===== config.mk =====
export PLATFORM = sky130hd
export DESIGN_NAME = spi_master
export DESIGN_NICKNAME = d
export VERILOG_FILES = /design/src/rtl/spi_master.sv
export SDC_FILE = /design/constraint.sdc
export NUM_CORES = 1
export LEC_CHECK = 0
export BUFFER_PORTS_ARGS = -buffer_cell sky130_fd_sc_hd__buf_2
export CORE_UTILIZATION = 33
export CTS_CLUSTER_DIAMETER = 120
export DETAILED_ROUTE_END_ITERATION = 7
export SETUP_SLACK_MARGIN = 0.1
export SYNTH_ARGS = -nofsm -noshare
export SYNTH_HDL_FRONTEND = slang
export SYNTH_SLANG_ARGS = --single-unit

===== constraint.sdc =====
create_clock -name clk -period 5.9 [get_ports clk]
set_input_delay 1.475 -clock clk [delete_from_list [all_inputs] [get_ports clk]]
set_output_delay 1.475 -clock clk [all_outputs]
set_load 0.005 [all_outputs]

===== src/rtl/spi_master.sv =====
// SPI mode-0 master: shifts one word out on mosi (MSB first) while capturing miso.
// sclk and cs are generated from clk; words can be chained under one cs assertion.
module spi_master #(
    parameter int unsigned DATA_WIDTH = 8,
    parameter int unsigned CLK_DIV    = 4,
    parameter int unsigned CS_SETUP   = 2,
    parameter int unsigned CS_HOLD    = 2
) (
    input  logic                  clk,
    input  logic                  reset,
    input  logic                  start,
    input  logic [DATA_WIDTH-1:0] tx_data,
    input  logic                  cont,
    output logic                  ready,
    output logic [DATA_WIDTH-1:0] rx_data,
    output logic                  done,
    output logic                  sclk,
    output logic                  mosi,
    input  logic                  miso,
    output logic                  cs
);

    localparam int unsigned CntW = 16;
    localparam int unsigned BitW = (DATA_WIDTH > 1) ? $clog2(DATA_WIDTH) : 1;

    localparam logic [CntW-1:0] DivLast   = CntW'(CLK_DIV - 1);
    localparam logic [CntW-1:0] SetupLast = CntW'(CS_SETUP - 1);
    // Hold runs one cycle past CS_HOLD: the first hold cycle is the falling-edge cycle itself.
    localparam logic [CntW-1:0] HoldLast  = CntW'(CS_HOLD);
    localparam logic [BitW-1:0] BitLast   = BitW'(DATA_WIDTH - 1);

    typedef enum logic [2:0] {StIdle, StSetup, StLow, StHigh, StHold, StArmed} state_e;

    state_e                  state_q, state_d;
    logic [CntW-1:0]         cnt_q, cnt_d;
    logic [BitW-1:0]         bit_cnt_q, bit_cnt_d;
    logic [DATA_WIDTH-1:0]   tx_shift_q, tx_shift_d;
    logic [DATA_WIDTH-1:0]   rx_shift_q, rx_shift_d;
    logic [DATA_WIDTH-1:0]   rx_data_q, rx_data_d;
    logic                    done_q, done_d;
    logic                    sclk_q, sclk_d;
    logic                    mosi_q, mosi_d;
    logic                    cs_q, cs_d;
    logic                    ready_q, ready_d;

    logic load, low_end, high_end, last_bit;

    assign load     = start && (state_q == StIdle || state_q == StArmed);
    assign low_end  = (state_q == StLow)  && (cnt_q == DivLast);
    assign high_end = (state_q == StHigh) && (cnt_q == DivLast);
    assign last_bit = (bit_cnt_q == BitLast);

    // State register
    always_ff @(posedge clk or posedge reset) begin
        if (reset) begin
            state_q <= StIdle;
        end else begin
            state_q <= state_d;
        end
    end

    // Next-state decode
    always_comb begin
        state_d = state_q;
        unique case (state_q)
            StIdle:  if (start) state_d = StSetup;
            StSetup: if (cnt_q == SetupLast) state_d = StLow;
            StLow:   if (low_end) state_d = StHigh;
            StHigh: begin
                if (high_end) begin
                    if (!last_bit)  state_d = StLow;
                    else if (cont)  state_d = StArmed;
                    else            state_d = StHold;
                end
            end
            StArmed: begin
                if (start)      state_d = StLow;
                else if (!cont) state_d = StHold;
            end
            StHold:  if (cnt_q == HoldLast) state_d = StIdle;
            default: state_d = StIdle;
        endcase
    end

    // Next values of counters, shift registers and registered outputs
    always_comb begin
        cnt_d      = (state_d != state_q) ? '0 : cnt_q + CntW'(1);
        bit_cnt_d  = bit_cnt_q;
        tx_shift_d = tx_shift_q;
        rx_shift_d = rx_shift_q;
        rx_data_d  = rx_data_q;
        done_d     = 1'b0;
        if (load) begin
            tx_shift_d = tx_data;
            bit_cnt_d  = '0;
        end
        if (low_end) begin
            rx_shift_d = {rx_shift_q[DATA_WIDTH-2:0], miso};
        end
        if (high_end) begin
            tx_shift_d = {tx_shift_q[DATA_WIDTH-2:0], 1'b0};
            if (last_bit) begin
                rx_data_d = rx_shift_q;
                done_d    = 1'b1;
            end else begin
                bit_cnt_d = bit_cnt_q + BitW'(1);
            end
        end
        cs_d    = (state_d == StIdle);
        sclk_d  = (state_d == StHigh);
        mosi_d  = (state_d == StIdle) ? 1'b0 : tx_shift_d[DATA_WIDTH-1];
        ready_d = (state_d == StIdle) || (state_d == StArmed);
    end

    // Datapath and output registers
    always_ff @(posedge clk or posedge reset) begin
        if (reset) begin
            cnt_q      <= '0;
            bit_cnt_q  <= '0;
            tx_shift_q <= '0;
            rx_shift_q <= '0;
            rx_data_q  <= '0;
            done_q     <= 1'b0;
            sclk_q     <= 1'b0;
            mosi_q     <= 1'b0;
            cs_q       <= 1'b1;
            ready_q    <= 1'b1;
        end else begin
            cnt_q      <= cnt_d;
            bit_cnt_q  <= bit_cnt_d;
            tx_shift_q <= tx_shift_d;
            rx_shift_q <= rx_shift_d;
            rx_data_q  <= rx_data_d;
            done_q     <= done_d;
            sclk_q     <= sclk_d;
            mosi_q     <= mosi_d;
            cs_q       <= cs_d;
            ready_q    <= ready_d;
        end
    end

    assign ready   = ready_q;
    assign rx_data = rx_data_q;
    assign done    = done_q;
    assign sclk    = sclk_q;
    assign mosi    = mosi_q;
    assign cs      = cs_q;

endmodule


==> results.md <==
- Status: completed
- Fin crit share: 0.443
- Num ports: 26
- Synth area leader: dfrtp_1
- Initial DRC Count: 51
- Top cells by count, synth: dfrtp_1 (49), nand2_1 (47), nor2_1 (23), xor2_1 (12), nand3_1 (9)
- Clock slew at reported path FFs: 0.09 ns
- Sequential cell area fraction in the yosys report: 0.539
- Post-Syn Area: 2370 um^2
- CTS Buffer Depth: 2
- Post-Place Worst Slack: 2.93 ns
- Final layout net count: 267
- RD Place Congestion: 0.744
- Peak supply drop: 203 uV
- Total gr overflow: 0
- Dpl hpwl: 2.74 mm
- Finished Layout Cells: 346
- Measured slew at the worst slew-check pin: 1.06 ns
- Synth Instances: 224
- Rows: 30
- DRC viols: 0
- First-pass GRT wire length: 7.08 mm
- Leak pwr: 1.34 nW
- Setup Skew: 0.00677 ns
- Most common flop cell mapped by yosys: dfrtp_1
- CTS Buf Count: 5
- Register bit count reported by yosys: 51
- Syn nets: 242
- Overall Global Routing Usage: 0.120
- CTS tree: yes
- Syn avg cell area: 10.6 um^2
- Hold Path Class: flip-flop to flip-flop
- Clk sinks: 51
- Slew margin rel.: 0.291
- Maxcap violations: 0
- Filler cells: 686
- EDFF count, synth: 0
- Core area: 6870 um^2
- Root Buffer: clkbuf_8
- Setup bufs post-CTS: 0
- Die width: 86.8 um
- Synth async-reset ratio: 1.00
- Die area: 7530 um^2
- # diodes: 0
- Height of the die: 86.8 um
- Fin area: 2700 um^2
- Setup ws final: 3.28 ns
- Fmax: 382 MHz
- Via count: 1,599
- Average routed wire per standard cell: 11.7 um
- Synth unique cells: 41
- RSZ-0062 raised after global routing: false
- Pins Over Slew Limit: 0
- Crit path kind: input pin to flip-flop
- IO Port Bufs: 25
- Crit. End Element: flip-flop
- Synth top area cells: dfrtp_1 (52%), nand2_1 (7.4%), xor2_1 (4.4%)
- Crit start category: input pin
- Initial antenna violation count: 0
- DR vias/cell: 4.62
- Hold slack: 0.465 ns
- Placed cell count: 338
- WL final: 4.04 mm
- Worst skew pair latency: 0.30 ns
- Setup TNS: 0 ns
- Layout cells sized above 1: 0.208
- Hold Buf Count CTS: 0
- Area grow syn2layout: 13.6%
- Worst EP arrival: 2.79 ns
- WP data required: 6.07 ns
- Placed inst area: 2580 um^2
- Vias in the first global route: 1,596
- Worst Path Max Fanout: 16
- Post-route ant nets: 0
- Synth warn: 0
- Number of setup violations in the final report: 0
- Fin crit period: 2.62 ns
- Hold Vio Cnt, Final: 0
- Cell with the most instances after synthesis: dfrtp_1
- Largest net degree at the start of global routing: 52
- CTS H-tree depth: 2
- Count of cells resized by post-cts repair: 0
- Pwr dens: 385 nW/um^2
- Drt first pass iters: 4
- Synth top area share: 0.517
- Starting density of the core: 0.345
==> metal layers <==
layer	global-route usage	routed length, um	vias to the layer above
li1	-	-	797
met1	0.154	2020	771
met5	0	0	-
met2	0.193	1840	26
met3	0.0343	144	5
met4	0.0394	36	0
==> sequential cells by signal, summed over array words and instances, names as in the netlist, 3 cells and up <==
signal and flops:
cnt_q 16, rx_data 8, rx_shift_q 8, tx_shift_q 8, bit_cnt_q 3, state_q 3
==> final timing paths <==
check / start / end / slack (ns) / cells after the start
max: start / cnt_q[6]$_DFF_PP0_ / 3.28 / 6
min: rx_data[4]$_DFFE_PP0P_ / rx_data[4]$_DFFE_PP0P_ / 0.46 / 2
max reg2reg: cnt_q[2]$_DFF_PP0_ / cnt_q[6]$_DFF_PP0_ / 3.58 / 6
min reg2reg: rx_data[4]$_DFFE_PP0P_ / rx_data[4]$_DFFE_PP0P_ / 0.46 / 2
max in group asynchronous: reset / cnt_q[5]$_DFF_PP0_ / 3.81 / 2
min in group asynchronous: reset / tx_shift_q[2]$_DFFE_PP0P_ / 1.42 / 2
==> cells in the final DEF (no fill, tap or decap), types with 2 or more instances in the layout <==
cell type and instances:
dfrtp_1 49, nand2_1 47, buf_2 25, nor2_1 23, xor2_1 12, nand3_1 9
mux2_2 8, a22oi_1 6, clkbuf_8 6, nand2b_1 5, ha_1 5, and3_1 4
inv_1 4, and2_1 3, nor4_1 3, mux2i_1 3, o21ai_0 3, nand4_1 3
xnor2_1 3, a21oi_1 2, and4_1 2, a21o_1 2, dfstp_2 2
==> where the power goes <==
group / switching (mW) / internal [mW]
combinational: 0.167 / 0.129
clock: 0.115 / 0.137
sequential: 0.0600 / 0.429
total: 0.342 / 0.696
==> layout make-up <==
| cell class | count | area (um^2) | area share |
|---|---|---|---|
| multi-input cells | 160 | 1030 | 0.381 |
| inverters | 5 | 18.8 | 0.00696 |
| well taps | 96 | 120 | 0.0446 |
| clock buffers | 6 | 82.6 | 0.0306 |
| repair buffers | 26 | 133 | 0.0492 |
| clock inverters | 2 | 35.0 | 0.0130 |
| flip-flops and latches | 51 | 1280 | 0.474 |
==> cells by family after synthesis <==
| family | Yosys count | synth area share |
|---|---|---|
| mux | 12 | 0.0601 |
| flops | 51 | 0.539 |
| fa+ha+maj | 5 | 0.0264 |
| xor+xnor | 15 | 0.0554 |
| compound gates | 19 | 0.0564 |
| buf+inv | 13 | 0.0280 |
| simple gates | 109 | 0.235 |
==> worst max-delay path: stages <==
cell	delay (ns)
buf_2	0.12
nand2b_1	0.14
a221o_1	0.33
nand3_4	0.13
mux2i_4	0.49
nor2_1	0.10
==> stage by stage <==
stage                     utilization  power [mW]
final                           0.392        1.04
after global routing            0.392        1.11
after CTS                       0.392        1.05
after detailed placement        0.375       0.797
after global placement          0.375       0.791
after floorplan                     -       0.741
(Power assumes the default switching activity.)
